`config.mk`:
```
export PLATFORM = sky130hd
export DESIGN_NAME = sha256_rx_framer
export DESIGN_NICKNAME = d
export VERILOG_FILES = /design/src/rtl/sha256_rx_framer.sv
export SDC_FILE = /design/constraint.sdc
export NUM_CORES = 1
export LEC_CHECK = 0
export ABC_AREA = 1
export ABC_CLOCK_PERIOD_IN_PS = 1800
export CORE_ASPECT_RATIO = 1.25
export CORE_MARGIN = 5
export CORE_UTILIZATION = 35
export CTS_CLUSTER_DIAMETER = 30
export CTS_CLUSTER_SIZE = 28
export DETAILED_ROUTE_END_ITERATION = 7
export PLACE_DENSITY = 0.62
export SLEW_MARGIN = 0
export SYNTH_ARGS = -nofsm -noshare
export SYNTH_HDL_FRONTEND = slang
export SYNTH_SLANG_ARGS = --single-unit
```
`constraint.sdc`:
```
create_clock -name clk -period 1.8 [get_ports clk]
set_input_delay 0.18 -clock clk [delete_from_list [all_inputs] [get_ports clk]]
set_output_delay 0.18 -clock clk [all_outputs]
set_load 0.01 [all_outputs]
```
`src/rtl/sha256_rx_framer.sv`:
```
// Length-prefixed command framer: turns SOF/LEN_HI/LEN_LO/payload frames from the
// UART byte stream into start/data/last strobes for the SHA-256 processor.
module sha256_rx_framer #(
    parameter int CLK_FREQ      = 20_000_000,
    parameter int BAUD          = 115200,
    parameter int TIMEOUT_BYTES = 16
) (
    input  logic       clk,
    input  logic       rst,
    input  logic [7:0] rx_data,
    input  logic       rx_valid,
    input  logic       hash_busy,
    output logic       hash_start,
    output logic [7:0] data_in,
    output logic       data_valid,
    output logic       data_last,
    output logic       hash_abort,
    output logic       frame_err,
    output logic [1:0] err_code,
    output logic       active
);

    localparam int BAUD_DIV    = CLK_FREQ / BAUD;
    localparam int TIMEOUT_CYC = TIMEOUT_BYTES * 10 * BAUD_DIV;
    localparam int TW          = $clog2(TIMEOUT_CYC + 1);

    localparam logic [7:0]    SOF        = 8'h01;
    localparam logic [TW-1:0] TIMER_LAST = TW'(TIMEOUT_CYC - 1);

    typedef enum logic [1:0] {
        IDLE    = 2'd0,
        LEN_HI  = 2'd1,
        LEN_LO  = 2'd2,
        PAYLOAD = 2'd3
    } state_t;

    state_t        state_q, state_d;
    logic [15:0]   len_q, len_d;
    logic [15:0]   remaining_q, remaining_d;
    logic [TW-1:0] timer_q, timer_d;

    logic       start_d, valid_d, last_d, abort_d, err_d;
    logic [1:0] code_d;
    logic [7:0] data_d;
    logic [15:0] full_len;

    assign full_len = {len_q[15:8], rx_data};

    // A received byte always takes priority over the timer expiring in the same cycle.
    always_comb begin
        state_d     = state_q;
        len_d       = len_q;
        remaining_d = remaining_q;
        timer_d     = timer_q;
        start_d     = 1'b0;
        valid_d     = 1'b0;
        last_d      = 1'b0;
        abort_d     = 1'b0;
        err_d       = 1'b0;
        code_d      = err_code;
        data_d      = data_in;

        if (state_q == IDLE) begin
            timer_d = '0;
            if (rx_valid && rx_data == SOF) begin
                if (hash_busy) begin
                    err_d  = 1'b1;
                    code_d = 2'd3;
                end else begin
                    state_d = LEN_HI;
                end
            end
        end else if (rx_valid) begin
            timer_d = '0;
            case (state_q)
                LEN_HI: begin
                    len_d   = {rx_data, len_q[7:0]};
                    state_d = LEN_LO;
                end
                LEN_LO: begin
                    len_d = full_len;
                    if (full_len == 16'd0) begin
                        err_d   = 1'b1;
                        code_d  = 2'd1;
                        state_d = IDLE;
                    end else begin
                        start_d     = 1'b1;
                        remaining_d = full_len;
                        state_d     = PAYLOAD;
                    end
                end
                PAYLOAD: begin
                    valid_d     = 1'b1;
                    data_d      = rx_data;
                    remaining_d = remaining_q - 16'd1;
                    if (remaining_q == 16'd1) begin
                        last_d  = 1'b1;
                        state_d = IDLE;
                    end
                end
                default: ;
            endcase
        end else if (timer_q == TIMER_LAST) begin
            // Only a frame that already issued hash_start has a partial message to discard.
            timer_d = '0;
            err_d   = 1'b1;
            code_d  = 2'd2;
            abort_d = (state_q == PAYLOAD);
            state_d = IDLE;
        end else begin
            timer_d = timer_q + TW'(1);
        end
    end

    always_ff @(posedge clk or posedge rst) begin
        if (rst) begin
            state_q     <= IDLE;
            len_q       <= '0;
            remaining_q <= '0;
            timer_q     <= '0;
            hash_start  <= 1'b0;
            data_in     <= '0;
            data_valid  <= 1'b0;
            data_last   <= 1'b0;
            hash_abort  <= 1'b0;
            frame_err   <= 1'b0;
            err_code    <= '0;
            active      <= 1'b0;
        end else begin
            state_q     <= state_d;
            len_q       <= len_d;
            remaining_q <= remaining_d;
            timer_q     <= timer_d;
            hash_start  <= start_d;
            data_in     <= data_d;
            data_valid  <= valid_d;
            data_last   <= last_d;
            hash_abort  <= abort_d;
            frame_err   <= err_d;
            err_code    <= code_d;
            active      <= (state_d != IDLE);
        end
    end

endmodule
```
==> metrics, run 1 <==
status finished clean; Avg Cell Area, Syn 7.598 um2; area occupied by multi-input gates 1416 um2; routed vias/inst 4.712; antenna violations before repair 0; largest family of logic cells by synthesized area simple AND/OR/NAND/NOR gates; Max-Cap Viols 0; Die Span X 94.90 um; TritonCTS clock tree built; fillers 924; Synth top area share 45.24%; DRC Markers 0; DRT antenna net count 0; area of the die 11020 um2; post-synthesis compound-gate area fraction 10.08%; Arr. time, crit path 1.85 ns; Storage cell area 1426 um2; worst slew pin tran 0.3776 ns; Wirelength per Cell 12.89 um; syn nets 430; maximum vdd ir drop 425.7 uV; Post-DP HPWL 5.660 mm; GRT Total Usage 15.28%; r2r setup slk 0.20 ns; DR WL met3 253 um; Post-synth ARST share 100.0%; vias 2733; Area contributors post-synth dfrtp_1 45%, nand2_1 12%, nor2_1 7.5%, inv_1 6.7%, o21ai_0 4.8%; crit-path max FO 8; area delta synth->final 19.72%; reg2reg path depth 7; CTS buffer count 9; Initial Util 36.04%; I/O pins 28; Synth Area in Simple Gates 32.46%; final worst slack 0.2024 ns; RSZ-0062 raised after global routing false; EDFF count, synth 0; reg2reg end timer_q[8]; register area share after synthesis 45.24%; type of the worst setup path flip-flop to flip-flop; endpoints failing hold 0; WL final 7.476 mm; fin util 43.15%; clk_lat worst skew 0.35 ns; Worst Setup Start Kind flip-flop; Synth area leader dfrtp_1; CTS max path bufs 2; cell row count 38; Final nets 470; drt pass-1 iters 4; hold crit path type input port to async pin; DR top layer met4; Max Freq 0.6259 GHz; Worst EP required 2.05 ns; r2r startpoint timer_q[0]; setup bufs post-CTS 0; wl on met1 3.210 mm; Adder-Cell Fraction of Synth Area 1.190%; post-synthesis mux area share 0%; mapped cell area 3153 um2; Final Skew 0.006998 ns; setup TNS 0 ns; Ys Warns 0; pwr dens 1366 nW/um2; Clock H-tree levels 3; Leak Pwr 1.811 nW; most common cell in the netlist nand2_1; gr ovfl total 0; synth unique cells 35; Slew Limit Fails 0; Rel. slew slack 74.80%; Seq cells post-synth 57; number of global-route vias before repair 2746; final-report setup violation count 0; Iter 0 DRT Violations 106; RePlAce Congestion 0.7700; Crit. End Element flip-flop; largest net degree at the start of global routing 58; Sink Count 57; cells after synthesis 415; Commonest cells post-synth 100 x nand2_1, 63 x nor2_1, 57 x dfrtp_1; post-layout minimum cycle time 1.598 ns; hold_ws 0.2022 ns; Final Power 5.158 mW; # diodes 0; Core Footprint 8748 um2; input/output buffers 27; Setup WS pre-CTS 0.04812 ns; Chip Height 116.1 um; predominant post-synthesis flop cell dfrtp_1; CTS clock-pin slew for the worst setup and hold paths 0.06 ns; Clk Tree Root Cell clkbuf_8; Tcrit/Tclk final 88.76%; layout cell share with drive strength beyond 1 13.04%; global-route wire length before repair 12.97 mm; Synth Area in XOR/XNOR 1.111%; met2 routed WL 3.890 mm
==> kinds of logic after synthesis <==
logic type / Yosys count
xor+xnor: 4
flops: 57
fa+ha+maj: 3
buf+inv: 68
simple gates: 229
compound gates: 54
==> per-stage QoR <==
stage          area (um2)  cells
2_1_floorplan        3153    415
3_3_place_gp         3580    564
3_5_place_dp         3580    564
4_1_cts              3772    580
5_1_grt              3775    580
6_report             3775    580
==> power by group <==
group	leakage (nW)	switching (mW)	internal, mW
combinational	0.970	1.22	0.778
sequential	0.739	0.336	1.67
clock	0.102	0.508	0.646
==> critical path, cell delays in order (launching register included) <==
cell and delay [ns]:
dfrtp_1 0.40, ha_1 0.24, nand3_1 0.13, nor2_1 0.06, nand2_1 0.14, nand2_2 0.13
buf_4 0.19, nor3_1 0.21
==> layer usage <==
layer  up-vias  GRT usage, %
met5         -             0
met4         0         5.582
met1      1279         17.85
li1       1396             -
met2        48         27.33
met3        10         3.351
==> worst max path at each step <==
stage,cells past startpoint,end,slack (ns),startpoint
2_1_floorplan,1,active,0.22,rst
3_3_place_gp,9,remaining_q[6],0.08,rx_data[7]
3_5_place_dp,10,remaining_q[6],0.05,rx_data[7]
4_1_cts,10,remaining_q[10],0.15,remaining_q[0]
5_1_grt,10,remaining_q[10],0.02,remaining_q[0]
6_report,7,timer_q[8],0.20,timer_q[0]
==> sequential cells by signal, indices dropped and copies added (netlist names) <==
| signal | flops |
|---|---|
| data_in | 8 |
| state_q | 2 |
| data_last | 1 |
| hash_abort | 1 |
| err_code | 2 |
| data_valid | 1 |
| hash_start | 1 |
| len_q | 8 |
| remaining_q | 16 |
| timer_q | 15 |
| frame_err | 1 |
| active | 1 |
==> repair_timing <==
item	CTS	global route
setup endpoints to repair	0	1
resized for setup	0	1
hold buffers	0	0
==> layout make-up <==
type | instances | area share (%)
Inverter | 59 | 5.933
Multi-Input combinational cell | 290 | 37.52
Sequential cell | 57 | 37.79
Clock inverter | 2 | 0.2652
Timing Repair Buffer | 38 | 9.678
Tap cell | 120 | 3.977
Clock buffer | 14 | 4.839
==> cell usage in the layout, fill, tap and decap left out, drive strengths merged, types with 11 or more instances in the layout <==
cell	Yosys	final
buf	8	11
clkbuf	1	14
clkdlybuf4s50	0	27
dfrtp	57	57
inv	58	58
nand2	105	105
nand3	29	29
nor2	75	75
o21ai	39	39
Note: power is estimated with default switching activity, not from simulation.
==> run 2, diff against run 1 <==
--- a/config.mk
+++ b/config.mk
@@ -6,7 +6,6 @@
 export NUM_CORES = 1
 export LEC_CHECK = 0
 export ABC_AREA = 1
-export ABC_CLOCK_PERIOD_IN_PS = 1800
 export CORE_ASPECT_RATIO = 1.25
 export CORE_MARGIN = 5
 export CORE_UTILIZATION = 35
==> results of run 2 <==
Final layout, timing and power as in run 1 (identical DEF).
